`config.mk`:
```
export PLATFORM = sky130hd
export DESIGN_NAME = lsu_mem_initiator
export DESIGN_NICKNAME = d
export VERILOG_FILES = /design/src/rtl/rv32i_pkg.sv /design/src/rtl/lsu_align.sv /design/src/rtl/lsu_mem_initiator.sv
export SDC_FILE = /design/constraint.sdc
export NUM_CORES = 1
export LEC_CHECK = 0
export CAP_MARGIN = 20
export CORE_ASPECT_RATIO = 0.8
export CORE_MARGIN = 2
export CORE_UTILIZATION = 30
export DETAILED_ROUTE_END_ITERATION = 10
export HOLD_SLACK_MARGIN = 0.1
export SLEW_MARGIN = 0
export SYNTH_ARGS = -nofsm -noshare
export SYNTH_HDL_FRONTEND = slang
export SYNTH_SLANG_ARGS = --single-unit
```
`constraint.sdc`:
```
create_clock -name clk -period 2.05 [get_ports clk]
set_clock_uncertainty 0.2 [all_clocks]
set_input_delay 0.205 -clock clk [delete_from_list [all_inputs] [get_ports clk]]
set_output_delay 0.205 -clock clk [all_outputs]
set_load 0.01 [all_outputs]
```
`src/rtl/rv32i_pkg.sv`:
```
// Shared RV32I load/store encodings: funct3 codes, LSU FSM states, access sizes and byte-lane masks.
package rv32i_pkg;

  localparam logic [2:0] F3_B  = 3'b000;
  localparam logic [2:0] F3_H  = 3'b001;
  localparam logic [2:0] F3_W  = 3'b010;
  localparam logic [2:0] F3_BU = 3'b100;
  localparam logic [2:0] F3_HU = 3'b101;

  localparam logic [3:0] MASK_B    = 4'b0001;
  localparam logic [3:0] MASK_H_LO = 4'b0011;
  localparam logic [3:0] MASK_H_HI = 4'b1100;
  localparam logic [3:0] MASK_W    = 4'b1111;

  typedef enum logic [1:0] {
    S_IDLE,
    S_ISSUE,
    S_WAIT,
    S_DONE
  } lsu_state_t;

  typedef enum logic [1:0] {
    SZ_B,
    SZ_H,
    SZ_W
  } lsu_size_t;

  // BU/HU only exist as loads; every code without a byte/half meaning is a word access.
  function automatic lsu_size_t access_size(input logic store, input logic [2:0] f3);
    if (f3 == F3_W)                          return SZ_W;
    if (f3 == F3_B || (!store && f3 == F3_BU)) return SZ_B;
    if (f3 == F3_H || (!store && f3 == F3_HU)) return SZ_H;
    return SZ_W;
  endfunction

  function automatic logic is_misaligned(input lsu_size_t sz, input logic [1:0] lo);
    return (sz == SZ_H && lo[0]) || (sz == SZ_W && lo != 2'b00);
  endfunction

endpackage

```
`src/rtl/lsu_align.sv`:
```
// Combinational byte-lane logic: store mask and lane replication, load lane select and extension.
module lsu_align
  import rv32i_pkg::*;
(
  input  logic [1:0]  st_size,
  input  logic [1:0]  st_lo,
  input  logic [31:0] store_data,
  output logic [3:0]  st_mask,
  output logic [31:0] st_wdata,
  input  logic [1:0]  ld_size,
  input  logic        ld_signed,
  input  logic [1:0]  ld_lo,
  input  logic [31:0] rd_word,
  output logic [31:0] ld_val
);

  logic [7:0]  lane_b;
  logic [15:0] lane_h;

  always_comb begin
    st_mask  = MASK_W;
    st_wdata = store_data;
    case (st_size)
      SZ_B: begin
        st_mask  = MASK_B << st_lo;
        st_wdata = {4{store_data[7:0]}};
      end
      SZ_H: begin
        st_mask  = st_lo[1] ? MASK_H_HI : MASK_H_LO;
        st_wdata = {2{store_data[15:0]}};
      end
      default: ;
    endcase
  end

  always_comb begin
    case (ld_lo)
      2'd1:    lane_b = rd_word[15:8];
      2'd2:    lane_b = rd_word[23:16];
      2'd3:    lane_b = rd_word[31:24];
      default: lane_b = rd_word[7:0];
    endcase
    lane_h = ld_lo[1] ? rd_word[31:16] : rd_word[15:0];
    ld_val = rd_word;
    case (ld_size)
      SZ_B:    ld_val = {{24{ld_signed & lane_b[7]}}, lane_b};
      SZ_H:    ld_val = {{16{ld_signed & lane_h[15]}}, lane_h};
      default: ;
    endcase
  end

endmodule

```
`src/rtl/lsu_mem_initiator.sv`:
```
// RV32I load/store initiator to a word-addressed data memory with a bounded load wait.
// Optional LSU_MISALIGN_TRAP_EN: misaligned half/word accesses complete without a memory request.
module lsu_mem_initiator
  import rv32i_pkg::*;
#(
  parameter int ADDR_W  = 8,
  parameter int TIMEOUT = 15
) (
  input  logic              clk,
  input  logic              rst,
  input  logic              lsu_req,
  input  logic              is_store,
  input  logic [2:0]        funct3,
  input  logic [31:0]       addr,
  input  logic [31:0]       store_data,
  output logic [31:0]       load_data,
  output logic              lsu_done,
  output logic              stall,
  output logic              bus_err,
`ifdef LSU_MISALIGN_TRAP_EN
  output logic              misaligned,
`endif
  output logic              mem_request,
  output logic              mem_we_re,
  output logic [ADDR_W-1:0] mem_address,
  output logic [31:0]       mem_w_data,
  output logic [3:0]        mem_masking,
  input  logic              mem_valid,
  input  logic [31:0]       mem_r_data
);

  localparam int CNT_W = $clog2(TIMEOUT + 1);
  localparam logic [CNT_W-1:0] CNT_LAST = CNT_W'(TIMEOUT - 1);
  localparam logic [CNT_W-1:0] CNT_MAX  = CNT_W'(TIMEOUT);

  lsu_state_t       state;
  lsu_size_t        req_size;
  lsu_size_t        in_size;
  logic             req_signed;
  logic [1:0]       req_lo;
  logic [CNT_W-1:0] wait_cnt;
  logic [3:0]       st_mask;
  logic [31:0]      st_wdata;
  logic [31:0]      ld_val;
  logic             unused_addr_bits;

  assign in_size          = access_size(is_store, funct3);
  assign stall            = lsu_req & ~lsu_done;
  assign unused_addr_bits = ^addr[31:ADDR_W+2];

  // Store lanes come from the live request; load extension uses the fields captured at issue.
  lsu_align u_align (
    .st_size    (in_size),
    .st_lo      (addr[1:0]),
    .store_data (store_data),
    .st_mask    (st_mask),
    .st_wdata   (st_wdata),
    .ld_size    (req_size),
    .ld_signed  (req_signed),
    .ld_lo      (req_lo),
    .rd_word    (mem_r_data),
    .ld_val     (ld_val)
  );

  always_ff @(posedge clk) begin
    if (rst) begin
      state       <= S_IDLE;
      req_size    <= SZ_W;
      req_signed  <= 1'b0;
      req_lo      <= 2'b00;
      wait_cnt    <= '0;
      load_data   <= '0;
      lsu_done    <= 1'b0;
      bus_err     <= 1'b0;
`ifdef LSU_MISALIGN_TRAP_EN
      misaligned  <= 1'b0;
`endif
      mem_request <= 1'b0;
      mem_we_re   <= 1'b0;
      mem_address <= '0;
      mem_w_data  <= '0;
      mem_masking <= '0;
    end else begin
      // Completion flags and the bus strobe are single-cycle pulses by default.
      lsu_done    <= 1'b0;
      bus_err     <= 1'b0;
`ifdef LSU_MISALIGN_TRAP_EN
      misaligned  <= 1'b0;
`endif
      mem_request <= 1'b0;
      mem_we_re   <= 1'b0;
      mem_address <= '0;
      mem_w_data  <= '0;
      mem_masking <= '0;
      case (state)
        S_IDLE: begin
          if (lsu_req) begin
            req_size   <= in_size;
            req_signed <= ~funct3[2];
            req_lo     <= addr[1:0];
`ifdef LSU_MISALIGN_TRAP_EN
            if (is_misaligned(in_size, addr[1:0])) begin
              state      <= S_DONE;
              lsu_done   <= 1'b1;
              misaligned <= 1'b1;
              load_data  <= '0;
            end else
`endif
            begin
              state       <= S_ISSUE;
              mem_request <= 1'b1;
              mem_we_re   <= is_store;
              mem_address <= addr[ADDR_W+1:2];
              mem_w_data  <= is_store ? st_wdata : '0;
              mem_masking <= is_store ? st_mask : '0;
            end
          end
        end
        S_ISSUE: begin
          if (mem_we_re) begin
            state    <= S_DONE;
            lsu_done <= 1'b1;
          end else begin
            state    <= S_WAIT;
            wait_cnt <= '0;
          end
        end
        S_WAIT: begin
          if (mem_valid) begin
            state     <= S_DONE;
            lsu_done  <= 1'b1;
            load_data <= ld_val;
          end else if (wait_cnt == CNT_LAST) begin
            state     <= S_DONE;
            lsu_done  <= 1'b1;
            bus_err   <= 1'b1;
            load_data <= '0;
          end else if (wait_cnt != CNT_MAX) begin
            wait_cnt <= wait_cnt + CNT_W'(1);
          end
        end
        S_DONE:  state <= S_IDLE;
        default: state <= S_IDLE;
      endcase
    end
  end

endmodule

```
==> impl_metrics.csv, run 1 <==
group,metric,value,unit
status,outcome,"complete, no violations",
synthesis,synth_area_leaders,"dfxtp_1, nand2_1, mux2i_1",
layout,n_fill_cell,1182,
floorplanning,fp.dieH,106,um
layout,final_cells,782,
routing,dr.pass1.iters,6,
global_route,grt_pass1_wl,20700,um
clock_network,postCtsHoldBufs,0,
global_route,grt_pass1_vias,3878,
synthesis,synth_warnings,0,
flow_run,maxCapViolCount,0,
clock_network,cts_num_sinks,91,
setup_path,ff2ff_setup_slack,0.1,ns
routing,drt_iter0_drc,260,
layout,seqCellArea,0.00183,sq mm
synthesis,synth_cells,423,
sta,finalMaxSlewViolations,0,
place,gp_congestion,0.884,
sta,min_period_over_period,95.3,%
floorplanning,die_w,131,um
routing,ant_nets,0,
routing,wl_per_cell,16.5,um
setup_path,critPathRequiredTime,2.09,ns
routing,totalWireLength,12900,um
synthesis,syn-num-nets,533,
routing,via_per_inst,4.99,
synthesis,synth_flop_cell,"dfxtp_1",
power_and_ir_drop,powerDensity,890,mW/mm^2
setup_path,crit_arrival,2.00,ns
clock_network,clk_latency,0.34,ns
clock_network,numCtsBuffers,9,
synthesis,async_reset_ff_share,0,%
sta,setup_violations,0,
routing,via_count,3899,
place,dp.cells,760,
setup_path,critPathLaunchType,"flop",
sta,worst_pin_slew,0.489,ns
power_and_ir_drop,power_leakage,2.40,nW
global_route,antenna_found_initial,0,
global_route,track_usage,18.8,%
setup_path,worstSetupEndpointType,"flop",
sta,fmax,0.512,GHz
synthesis,yosysTopAreaCell,"dfxtp_1",
place,portBuffers,162,
global_route,grt_max_degree,33,
sta,slew-limit-headroom,67.3,%
sta,rsz0062_at_grt,"false",
synthesis,syn_area,0.00388,sq mm
clock_network,htree_levels,3,
sta,tns,0,ns
synthesis,ys_seq_area_share,47.0,%
clock_network,cts_root_buf,"clkbuf_16",
floorplanning,num_io_pins,185,
sta,hold_violations,0,
synthesis,synthDistinctLibCells,47,
routing,remaining_drc_errors,0,
clock_network,clk_transition_reported_paths,0.07,ns
global_route,grt.overflow.total,0,
synthesis,yosysTopAreaCellShare,47.0,%
clock_network,cts_buffer_depth,2,
sta,whs,0.212,ns
layout,multiInputGateArea,0.00191,sq mm
layout,syn2layout_area_growth,60.7,%
layout,antenna_cells,0,
setup_path,critPathMaxFanout,6,
synthesis,synth_edf_count,0,
setup_path,crit_type,"reg -> reg",
layout,final_layout_size_suffix_gt1_share,13.5,%
place,hpwl,9750,um
floorplanning,row_count,37,
worst_hold_path,hold_class,"in -> reg",
layout,nets,712,
synthesis,postSynthAreaPerCell,9.17,sq um
power_and_ir_drop,peakVddDrop,0.599,mV
clock_network,cts_tree,"built",
floorplanning,initial_core_util,30.5,%
floorplanning,core_area,0.0127,sq mm
synthesis,ys_seq_elements,91,
sta,period_minus_slack,1.95,ns
floorplanning,die_area,0.0139,sq mm
cells in the mapped netlist (all sizes together) (6+ instances only):
cell type and n:
o21ai 33, a211oi 15, dfxtp 91, nand2 58
a221o 16, a21oi 33, nor2 25, clkbuf 18
mux2 7, and3 8, a21o 7, and2 8
inv 9, mux2i 18, buf 13, o22ai 6
ha 6
what timing repair did:
action,in CTS,in global routing
resized for setup,4,10
pin swaps,2,3
endpoints found under the setup margin,18,5
buffers inserted,4,2
final cells by class:
class                      instances  area share, %
clock buffer                      10           3.67
multi-input combinational        292           30.6
inverter                           9          0.542
tap                              175           3.51
clock inverter                     6           1.53
sequential                        91           29.3
timing repair buffer             199           30.9
cells in the final DEF (no fill, tap or decap), types with 3 or more instances in the layout:
master           count
a2111oi_0            3
a211oi_1            10
a211oi_2             5
a21o_1               7
a21oi_1             31
a221o_1             16
and2_1               8
and3_1               8
buf_4               35
clkbuf_16            9
clkdlybuf4s50_1    162
dfxtp_1             87
dfxtp_2              4
ha_1                 4
inv_1                8
mux2_2               7
mux2i_1             18
nand2_1             58
nand2b_1             5
nand3_1              4
nor2_1              25
nor2b_1              5
nor3_1               5
o21ai_0             28
o21ai_1              5
o22ai_1              6
or3_1                4
worst paths after layout:
kind             startpoint             end  cells after the start
max reg2reg        state[0]     wait_cnt[0]                      6
max                state[0]     wait_cnt[0]                      6
min reg2reg   load_data[14]   load_data[14]                      2
min          store_data[18]  mem_w_data[18]                      3
logic make-up (layout without fill, tap and decap cells):
group | count (synthesis) | in the layout | synth area share (%)
simple gates | 132 | 132 | 16.6
compound gates | 128 | 128 | 22.4
flops | 91 | 91 | 47.0
buf+inv | 40 | 224 | 4.84
mux | 26 | 26 | 7.26
fa+ha+maj | 6 | 6 | 1.94
power by group:
part           internal (mW)  switching, mW
Clock                   1.08          0.727
Combinational          0.851          0.799
Sequential              1.96          0.126
metrics by stage:
stage	setup slack [ns]	util [%]	power (mW)	cell area, sq um
5_1_grt	0.00262	49.0	5.83	6230
4_1_cts	0.00265	48.6	5.58	6190
3_5_place_dp	-0.261	45.8	3.74	5830
2_1_floorplan	0.108	-	2.94	3880
3_3_place_gp	-0.158	45.8	3.70	5830
6_report	0.0955	49.0	5.55	6230
registers in the layout (all words and copies together) (netlist names), 2 cells and up:
register,count
mem_masking,4
load_data,32
mem_address,8
req_size,2
state,2
req_lo,2
wait_cnt,4
mem_w_data,32
critical path, stage by stage (launching register included):
cell	delay (ns)
dfxtp_1	0.34
inv_1	0.08
ha_2	0.24
a21bo_1	0.23
or3b_4	0.37
or3_1	0.32
o31ai_1	0.08
per-layer routing:
metal | global-route usage [%] | vias up | wire (um)
li1 | - | 1876 | -
met1 | 23.2 | 1813 | 5650
met2 | 30.2 | 194 | 5680
met3 | 8.99 | 16 | 1510
met4 | 3.57 | 0 | 94
met5 | 0 | - | 0
No activity file was read; power rests on OpenSTA's default activity.
==> inputs of run 2 (changes only) <==
Settings changed: PLACE_DENSITY_LB_ADDON from default to 0.2.
==> impl_metrics.csv, run 2 (synthesized netlist as in run 1, its figures left out) <==
group,metric,value,unit
worst_hold_path,whs_endpoint,"mem_w_data[16]",
setup_path,reg2reg_to,"wait_cnt[3]",
worst_hold_path,hold_class,"in -> reg",
setup_path,rr_startpoint,"wait_cnt[0]",
layout,seqCellArea,0.00183,sq mm
setup_path,crit_arrival,2.01,ns
routing,wl_per_cell,15.7,um
floorplanning,core_area,0.0127,sq mm
sta,tns,0,ns
setup_path,critPathMaxFanout,4,
worst_hold_path,whs_path_depth,3,
place,gp_congestion,0.803,
clock_network,clk_latency,0.33,ns
flow_run,maxCapViolCount,0,
clock_network,numCtsBuffers,9,
place,dp.cells,760,
floorplanning,num_io_pins,185,
sta,rsz0062_at_grt,"true",
layout,n_fill_cell,1193,
layout,final_cell_area,0.00618,sq mm
sta,hold_violations,0,
place,preCtsSetupSlack,-0.233,ns
place,dpl-instance-area,0.00584,sq mm
clock_network,cts_buffer_depth,2,
place,portBuffers,162,
layout,syn2layout_area_growth,59.3,%
routing,via_count,3797,
sta,min_period_over_period,97.0,%
sta,setup_violations,0,
routing,dr.pass1.iters,4,
sta,postLayoutSetupSlackWorst,0.0618,ns
setup_path,critPathRequiredTime,2.07,ns
clock_network,htree_levels,3,
global_route,grt_max_degree,33,
floorplanning,die_w,131,um
layout,multiInputGateArea,0.00190,sq mm
setup_path,reg2reg_depth,7,
clock_network,cts_tree,"built",
layout,utilization,48.5,%
sta,finalMaxSlewViolations,0,
floorplanning,row_count,37,
setup_path,critPathLaunchType,"flop",
floorplanning,initial_core_util,30.5,%
clock_network,postCtsHoldBufs,0,
layout,final_layout_size_suffix_gt1_share,13.1,%
global_route,grt.overflow.total,0,
global_route,grt_pass1_wl,19700,um
place,hpwl,9060,um
setup_path,worstSetupEndpointType,"flop",
floorplanning,die_area,0.0139,sq mm
power_and_ir_drop,powerDensity,850,mW/mm^2
routing,drt_iter0_drc,261,
routing,totalWireLength,12200,um
clock_network,cts_root_buf,"clkbuf_16",
routing,remaining_drc_errors,0,
routing,via_per_inst,4.87,
layout,final_common_cell,"clkdlybuf4s50_1",
clock_network,clk_transition_reported_paths,0.07,ns
setup_path,ff2ff_setup_slack,0.06,ns
layout,layout_common_cells,"clkdlybuf4s50_1, dfxtp_1, nand2_1, a21oi_1, buf_4",
sta,period_minus_slack,1.99,ns
worst_hold_path,hold_start,"store_data[16]",
sta,whs,0.211,ns
status,outcome,"complete, no violations",
sta,slew-limit-headroom,55.5,%
sta,fmax,0.503,GHz
sta,worst_pin_slew,0.667,ns
layout,antenna_cells,0,
setup_path,crit_type,"reg -> reg",
layout,final_cells,779,
clock_network,cts_num_sinks,91,
routing,ant_nets,0,
global_route,grt_pass1_vias,3719,
global_route,track_usage,17.7,%
layout,nets,709,
floorplanning,fp.dieH,106,um
power_and_ir_drop,total_power,5.25,mW
global_route,antenna_found_initial,0,
layout,top_regs,"load_data (32), mem_w_data (32), mem_address (8)",
power_and_ir_drop,peakVddDrop,0.431,mV
power_and_ir_drop,power_leakage,2.36,nW
==> run 2: cell types whose count changed in the layout (fill, tap and decap cells not counted), sizes merged <==
cell / change
clkinvlp: +2
bufinv: -2
buf: -3
inv: -1
clkbuf: +1
==> run 2: final cells by class <==
class	instances	share of cell area (%)
timing repair buffer	196	31.2
clock buffer	11	3.77
clock inverter	5	0.607
tap	175	3.54
sequential	91	29.5
multi-input combinational	292	30.8
inverter	9	0.547
==> run 2: worst max-delay path, cell delays in order, from the launching register on <==
cell      delay (ns)
dfxtp_2         0.36
inv_2           0.04
ha_2            0.19
o211ai_1        0.24
buf_4           0.16
or3b_2          0.44
a31oi_1         0.18
a21oi_1         0.08
==> run 2: worst max-delay path by stage <==
| stage | start | to | slack, ns | cells past startpoint |
|---|---|---|---|---|
| after floorplan | wait_cnt[0] | wait_cnt[0] | 0.11 | 6 |
| after global placement | rst | load_data[16] | -0.12 | 4 |
| after detailed placement | rst | load_data[16] | -0.23 | 4 |
| after CTS | req_lo[1] | load_data[16] | 0.02 | 6 |
| after global routing | wait_cnt[0] | wait_cnt[3] | -0.003 | 7 |
| final | wait_cnt[0] | wait_cnt[3] | 0.06 | 7 |
==> run 2: what timing repair did <==
action / 4_1_cts / 5_1_grt
setup endpoints to repair: 17 / 27
setup buffers: 2 / 1
resized for setup: 5 / 7
pin swaps: 2 / 2
==> run 2: routing by layer <==
metal / part of all wire (%) / vias up / GRT usage (%)
met1: 45 / 1783 / 22.0
li1: - / 1869 / -
met4: 0.86 / 0 / 4.04
met5: 0 / - / 0
met2: 45 / 135 / 28.8
met3: 9.1 / 10 / 7.41
==> run 2: power breakdown <==
group	switching, mW	total, mW	internal, mW
logic	0.794	1.65	0.851
clock network	0.704	1.53	0.827
registers	0.112	2.08	1.96
